<file path="src/rtl/apb_gpio_ioc.sv">
// apb_gpio_ioc: APB4 GPIO interrupt-on-change controller.
// Synchronises asynchronous pad inputs, detects rising/falling edges per bit,
// latches enabled edges into a write-1-to-clear PENDING register and raises a
// level interrupt for pending bits that are also enabled in IE.
//
// Ports:
//   PCLK, PRESET              clock, synchronous active-high reset
//   PSEL, PENABLE, PWRITE     APB4 control
//   PADDR[2:0]                register word index (0 IE, 1 RISE, 2 FALL,
//                             3 PENDING, 4 STATUS, 5-7 reserved)
//   PSTRB, PWDATA             byte strobes and write data
//   PRDATA                    registered read data
//   PREADY                    tied high (zero wait states)
//   PSLVERR                   combinational error for reserved indices
//   gpio_i                    raw asynchronous pad inputs
//   irq_o                     registered level interrupt request
module apb_gpio_ioc #(
  parameter int unsigned PDATA_SIZE  = 8,
  parameter int unsigned SYNC_STAGES = 2
) (
  input  logic                    PCLK,
  input  logic                    PRESET,
  input  logic                    PSEL,
  input  logic                    PENABLE,
  input  logic                    PWRITE,
  input  logic [2:0]              PADDR,
  input  logic [PDATA_SIZE/8-1:0] PSTRB,
  input  logic [PDATA_SIZE-1:0]   PWDATA,
  output logic [PDATA_SIZE-1:0]   PRDATA,
  output logic                    PREADY,
  output logic                    PSLVERR,
  input  logic [PDATA_SIZE-1:0]   gpio_i,
  output logic                    irq_o
);

  localparam int unsigned W  = PDATA_SIZE;
  localparam int unsigned NB = PDATA_SIZE / 8;

  localparam logic [2:0] ADDR_IE     = 3'd0;
  localparam logic [2:0] ADDR_RISE   = 3'd1;
  localparam logic [2:0] ADDR_FALL   = 3'd2;
  localparam logic [2:0] ADDR_PEND   = 3'd3;
  localparam logic [2:0] ADDR_STATUS = 3'd4;

  logic [W-1:0]                  ie_q, ie_d;
  logic [W-1:0]                  rise_q, rise_d;
  logic [W-1:0]                  fall_q, fall_d;
  logic [W-1:0]                  pend_q, pend_d;
  logic [SYNC_STAGES-1:0][W-1:0] sync_q, sync_d;
  logic [W-1:0]                  prev_q, prev_d;
  logic [W-1:0]                  prdata_q, prdata_d;
  logic                          irq_q, irq_d;

  logic         wr;
  logic [W-1:0] be_mask;
  logic [W-1:0] wmask;
  logic [W-1:0] clr;
  logic [W-1:0] sync_out;
  logic [W-1:0] evt;

  // Register state
  always_ff @(posedge PCLK) begin
    if (PRESET) begin
      ie_q     <= '0;
      rise_q   <= '0;
      fall_q   <= '0;
      pend_q   <= '0;
      sync_q   <= '0;
      prev_q   <= '0;
      prdata_q <= '0;
      irq_q    <= 1'b0;
    end else begin
      ie_q     <= ie_d;
      rise_q   <= rise_d;
      fall_q   <= fall_d;
      pend_q   <= pend_d;
      sync_q   <= sync_d;
      prev_q   <= prev_d;
      prdata_q <= prdata_d;
      irq_q    <= irq_d;
    end
  end

  // Write decode, edge detection and next-state logic
  always_comb begin
    wr       = PSEL & PENABLE & PWRITE;
    be_mask  = '0;
    for (int unsigned b = 0; b < NB; b++) begin
      be_mask[b*8 +: 8] = {8{PSTRB[b]}};
    end
    wmask    = wr ? be_mask : '0;

    ie_d     = ie_q;
    rise_d   = rise_q;
    fall_d   = fall_q;
    clr      = '0;
    unique case (PADDR)
      ADDR_IE:   ie_d   = (ie_q   & ~wmask) | (PWDATA & wmask);
      ADDR_RISE: rise_d = (rise_q & ~wmask) | (PWDATA & wmask);
      ADDR_FALL: fall_d = (fall_q & ~wmask) | (PWDATA & wmask);
      ADDR_PEND: clr    = PWDATA & wmask;
      default:   clr    = '0;
    endcase

    sync_d[0] = gpio_i;
    for (int unsigned i = 1; i < SYNC_STAGES; i++) begin
      sync_d[i] = sync_q[i-1];
    end
    sync_out = sync_q[SYNC_STAGES-1];
    prev_d   = sync_out;

    evt      = (sync_out & ~prev_q & rise_q) | (~sync_out & prev_q & fall_q);
    // A new event in the same cycle as a clear keeps the bit set
    pend_d   = (pend_q & ~clr) | evt;
    irq_d    = |(pend_q & ie_q);

    unique case (PADDR)
      ADDR_IE:     prdata_d = ie_q;
      ADDR_RISE:   prdata_d = rise_q;
      ADDR_FALL:   prdata_d = fall_q;
      ADDR_PEND:   prdata_d = pend_q;
      ADDR_STATUS: prdata_d = sync_out;
      default:     prdata_d = '0;
    endcase
  end

  assign PRDATA  = prdata_q;
  assign irq_o   = irq_q;
  assign PREADY  = 1'b1;
  assign PSLVERR = PSEL & PENABLE & (PADDR > ADDR_STATUS);

endmodule
</file>
<file path="config.mk">
export PLATFORM = sky130hd
export DESIGN_NAME = apb_gpio_ioc
export DESIGN_NICKNAME = d
export VERILOG_FILES = /design/src/rtl/apb_gpio_ioc.sv
export SDC_FILE = /design/constraint.sdc
export NUM_CORES = 1
export LEC_CHECK = 0
export CAP_MARGIN = 20
export CORE_ASPECT_RATIO = 0.75
export CORE_MARGIN = 4
export CORE_UTILIZATION = 58
export DETAILED_ROUTE_END_ITERATION = 7
export PLACE_DENSITY_LB_ADDON = 0.25
export SLEW_MARGIN = 20
export SYNTH_ARGS = -nofsm -noshare
export SYNTH_HDL_FRONTEND = slang
export SYNTH_SLANG_ARGS = --single-unit
</file>
<file path="constraint.sdc">
create_clock -name PCLK -period 2.4 [get_ports PCLK]
set_input_delay 0.24 -clock PCLK [delete_from_list [all_inputs] [get_ports PCLK]]
set_output_delay 0.24 -clock PCLK [all_outputs]
set_load 0.02 [all_outputs]
</file>
==> flow_summary.html <==
<table>
<tr><th>Metric</th><th>Value</th></tr>
<tr><th colspan="2">Logic synthesis</th></tr>
<tr><td>Cells after Synth</td><td>283</td></tr>
<tr><td>Synth Register Bits</td><td>65</td></tr>
<tr><td>Average size of a mapped cell</td><td>9.523 um^2</td></tr>
<tr><td>Yosys synthesis warning count</td><td>0</td></tr>
<tr><td>Post-Synthesis Net Count</td><td>308</td></tr>
<tr><td>Post-synthesis cell type count</td><td>29</td></tr>
<tr><td>Share of the yosys chip area belonging to registers</td><td>0.4828</td></tr>
<tr><td>Mapped Area</td><td>2695 um^2</td></tr>
<tr><th colspan="2">Worst setup path</th></tr>
<tr><td>Most frequent cell on the critical path</td><td>clkdlybuf4s50_1</td></tr>
<tr><td>Critical-path maximum fanout</td><td>6</td></tr>
<tr><td>Terminus of the critical flop-to-flop path</td><td>PRDATA[1]</td></tr>
<tr><td>Slowest cell on crit path</td><td>clkdlybuf4s50_1</td></tr>
<tr><td>Required time of the critical path</td><td>2.16 ns</td></tr>
<tr><td>Worst Reg2Reg Path Length in Cells</td><td>3</td></tr>
<tr><td>Category of the worst setup path capture point</td><td>primary output</td></tr>
<tr><td>Start of the worst register-to-register path</td><td>pend_q[1]</td></tr>
<tr><td>Max stage delay on crit path</td><td>0.61 ns</td></tr>
<tr><td>Critical path class</td><td>in -&gt; out</td></tr>
<tr><td>Crit path cell chain</td><td>clkdlybuf4s50_1 &gt; o21ai_1 &gt; nor2_1 &gt; clkdlybuf4s50_1</td></tr>
<tr><td>Slack of the worst reg-to-reg path</td><td>1.48 ns</td></tr>
<tr><td>Critical path launch point</td><td>PADDR[0]</td></tr>
<tr><td>Type of origin of the critical path</td><td>input port</td></tr>
<tr><td>Crit path DAT</td><td>1.64 ns</td></tr>
<tr><th colspan="2">Finish</th></tr>
<tr><td>Antenna Cells</td><td>0</td></tr>
<tr><td>Post-layout utilization of the core</td><td>0.7230</td></tr>
<tr><td>Area overhead of the layout relative to synthesis</td><td>19.82%</td></tr>
<tr><td>Highest-count cells in the layout ignoring fill and taps</td><td>65 x dfxtp_1, 33 x clkdlybuf4s50_1, 32 x a21oi_1</td></tr>
<tr><td>Post-route cell area</td><td>3229 um^2</td></tr>
<tr><td>Leading cell type in the layout, fill and taps excluded</td><td>dfxtp_1</td></tr>
<tr><td>Post-layout nets</td><td>336</td></tr>
<tr><td>Number of non-filler instances in the completed layout</td><td>373</td></tr>
<tr><td>Proportion of layout cells with a drive suffix above 1</td><td>0.1044</td></tr>
<tr><th colspan="2">STA</th></tr>
<tr><td>Final Hold Fails</td><td>0</td></tr>
<tr><td>Unrepaired setup endpoints after global routing</td><td>false</td></tr>
<tr><td>Period Utilization, post-route</td><td>0.7840</td></tr>
<tr><td>Worst hold slack</td><td>0.4370 ns</td></tr>
<tr><td>Final worst-path setup slack</td><td>0.5183 ns</td></tr>
<tr><td>Post-Route Skew</td><td>0.005116 ns</td></tr>
<tr><td>Max-slew violations</td><td>0</td></tr>
<tr><td>Setup TNS after final layout</td><td>0 ns</td></tr>
<tr><td>Max Freq</td><td>531.4 MHz</td></tr>
<tr><td>Max transition margin</td><td>0.6238</td></tr>
<tr><td>Post-layout min period</td><td>1.882 ns</td></tr>
<tr><td>Actual slew at the worst max-slew pin</td><td>0.5643 ns</td></tr>
<tr><td>Endpoints failing setup</td><td>0</td></tr>
<tr><th colspan="2">Run status</th></tr>
<tr><td>Outcome</td><td>finished, final reports clean</td></tr>
<tr><th colspan="2">CTS</th></tr>
<tr><td># hold bufs at CTS</td><td>0</td></tr>
<tr><td>Clock root buffer master</td><td>clkbuf_8</td></tr>
<tr><td>Clock Tree Buf Depth</td><td>2</td></tr>
<tr><td>Number of levels in the clock H-tree</td><td>3</td></tr>
<tr><td>Post-CTS setup-driven buffer insertion count</td><td>0</td></tr>
<tr><td>Post-cts sizing count</td><td>0</td></tr>
<tr><td>Clock latency on the worst-skew pair</td><td>0.34 ns</td></tr>
<tr><td>TritonCTS clock tree</td><td>done</td></tr>
<tr><td>Clock slew at the register clock pins of the worst setup and hold paths</td><td>0.06 ns</td></tr>
<tr><td>Number of clock sinks</td><td>65</td></tr>
<tr><td>Total CTS buffers</td><td>9</td></tr>
<tr><th colspan="2">Floorplan</th></tr>
<tr><td>Num rows</td><td>21</td></tr>
<tr><td>Initial standard-cell utilization of the core</td><td>0.6034</td></tr>
<tr><td>Core area</td><td>4467 um^2</td></tr>
<tr><td>Number of top-level design ports</td><td>36</td></tr>
<tr><td>Die extent in x</td><td>86.71 um</td></tr>
<tr><td>Floorplan die area</td><td>5813 um^2</td></tr>
<tr><td>Vertical extent of the die</td><td>67.04 um</td></tr>
<tr><th colspan="2">Route</th></tr>
<tr><td>Vias</td><td>2,275</td></tr>
<tr><td>Starting DRT DRC Count</td><td>193</td></tr>
<tr><td>Detailed-route wire length</td><td>6396 um</td></tr>
<tr><td>DRC violations left</td><td>0</td></tr>
<tr><td>First-pass iteration count of the detailed router</td><td>6</td></tr>
<tr><td>Vias per cell</td><td>6.099</td></tr>
<tr><td>Count of nets left with antenna violations after detail routing</td><td>0</td></tr>
<tr><td>Routed length per placed instance</td><td>17.15 um</td></tr>
<tr><th colspan="2">Power</th></tr>
<tr><td>Power Density</td><td>698.1 nW/um^2</td></tr>
<tr><td>Peak supply drop</td><td>0.5100 mV</td></tr>
<tr><td>Leakage</td><td>1.065 nW</td></tr>
<tr><td>Post-layout total power</td><td>2.255 mW</td></tr>
<tr><th colspan="2">Place</th></tr>
<tr><td>Placed cell count</td><td>357</td></tr>
<tr><td>HPWL Detailed</td><td>4088 um</td></tr>
<tr><td>Placed cell area</td><td>3019 um^2</td></tr>
<tr><td>Count of input and output buffers</td><td>34</td></tr>
<tr><td>Placer congestion estimate</td><td>0.8543</td></tr>
<tr><td>Minimum setup slack after placement</td><td>0.4266 ns</td></tr>
<tr><th colspan="2">Global route</th></tr>
<tr><td>Gr ovfl total</td><td>0</td></tr>
<tr><td>First-pass GRT wire length</td><td>10,360 um</td></tr>
<tr><td>Initial antenna violation count</td><td>0</td></tr>
<tr><td>Maximum number of pins on one net before global-route repair</td><td>58</td></tr>
<tr><td>Via count of the first global-routing pass</td><td>2,157</td></tr>
<tr><td>Total GRT Usage</td><td>0.2358</td></tr>
<tr><th colspan="2">Job</th></tr>
<tr><td># Max-Cap Violations</td><td>0</td></tr>
<tr><th colspan="2">Worst hold path</th></tr>
<tr><td>Cell depth of the worst min-delay path</td><td>1</td></tr>
<tr><td>Tightest Hold Check Type</td><td>reg -&gt; reg</td></tr>
<tr><td>Hold path start</td><td>sync_d[9]</td></tr>
<tr><td>Endpoint of the worst hold path</td><td>prev_d[1]</td></tr>
</table>
-- worst max path at each step --
stage                     to
floorplan           register
global placement    register
detailed placement  register
CTS                  PSLVERR
global route         PSLVERR
finish               PSLVERR
-- synthesized netlist by cell type --
master	number	area, um^2
a21o_1	1	7.510
a21oi_1	32	160.2
a22oi_1	11	82.58
a2bb2oi_1	7	61.31
a31oi_1	8	50.05
a41oi_1	1	8.760
and4_1	1	8.760
buf_2	6	30.03
buf_4	4	30.03
buf_6	4	45.04
clkbuf_1	12	45.04
conb_1	1	3.750
dfxtp_1	65	1301
mux2i_1	8	80.08
nand2_1	9	33.78
nand2b_1	4	25.02
nand3_1	24	120.1
nand3b_1	18	135.1
nand4_1	1	6.260
nor2_1	1	3.750
nor2b_1	24	150.1
nor3_4	1	16.27
nor3b_4	3	56.30
o21ai_1	21	105.1
o21ai_2	4	35.03
o31ai_1	8	60.06
o32a_1	1	10.01
or3_1	1	6.260
or3b_1	2	17.52
-- metal layers --
layer | up-vias | global-route usage | part of all wire
met2 | 97 | 0.3760 | 0.45
met4 | 0 | 0.08171 | 0.015
met5 | - | 0 | 0
met1 | 1085 | 0.3081 | 0.43
met3 | 10 | 0.06304 | 0.098
li1 | 1083 | - | -
-- cell type report --
| class | count | area [um^2] |
|---|---|---|
| fillers | 356 | 1237 |
| clock buffers | 10 | 127.6 |
| repair buffers | 43 | 402.9 |
| well taps | 57 | 71.32 |
| flip-flops and latches | 65 | 1301 |
| multi-input cells | 192 | 1244 |
| clock inverters | 6 | 82.58 |
-- worst max-delay path: cells and delay by family --
kind	cells	cell delay [ns]
compound gates	1	0.13
buf+inv	2	1.17
simple gates	1	0.10
-- power breakdown --
group | leakage (nW) | switching, mW | internal [mW] | total [mW]
sequential | 0.528 | 0.00934 | 1.10 | 1.11
clock | 0.106 | 0.402 | 0.579 | 0.981
combinational | 0.431 | 0.0929 | 0.0741 | 0.167
-- logic make-up after synthesis --
kind of cell | count (synthesis) | share of synthesized area
other cells | 1 | 0.001391
flops | 65 | 0.4828
buf+inv | 26 | 0.05571
mux | 8 | 0.02971
simple gates | 89 | 0.2150
compound gates | 94 | 0.2154
Power figures use the tool's default switching activity.
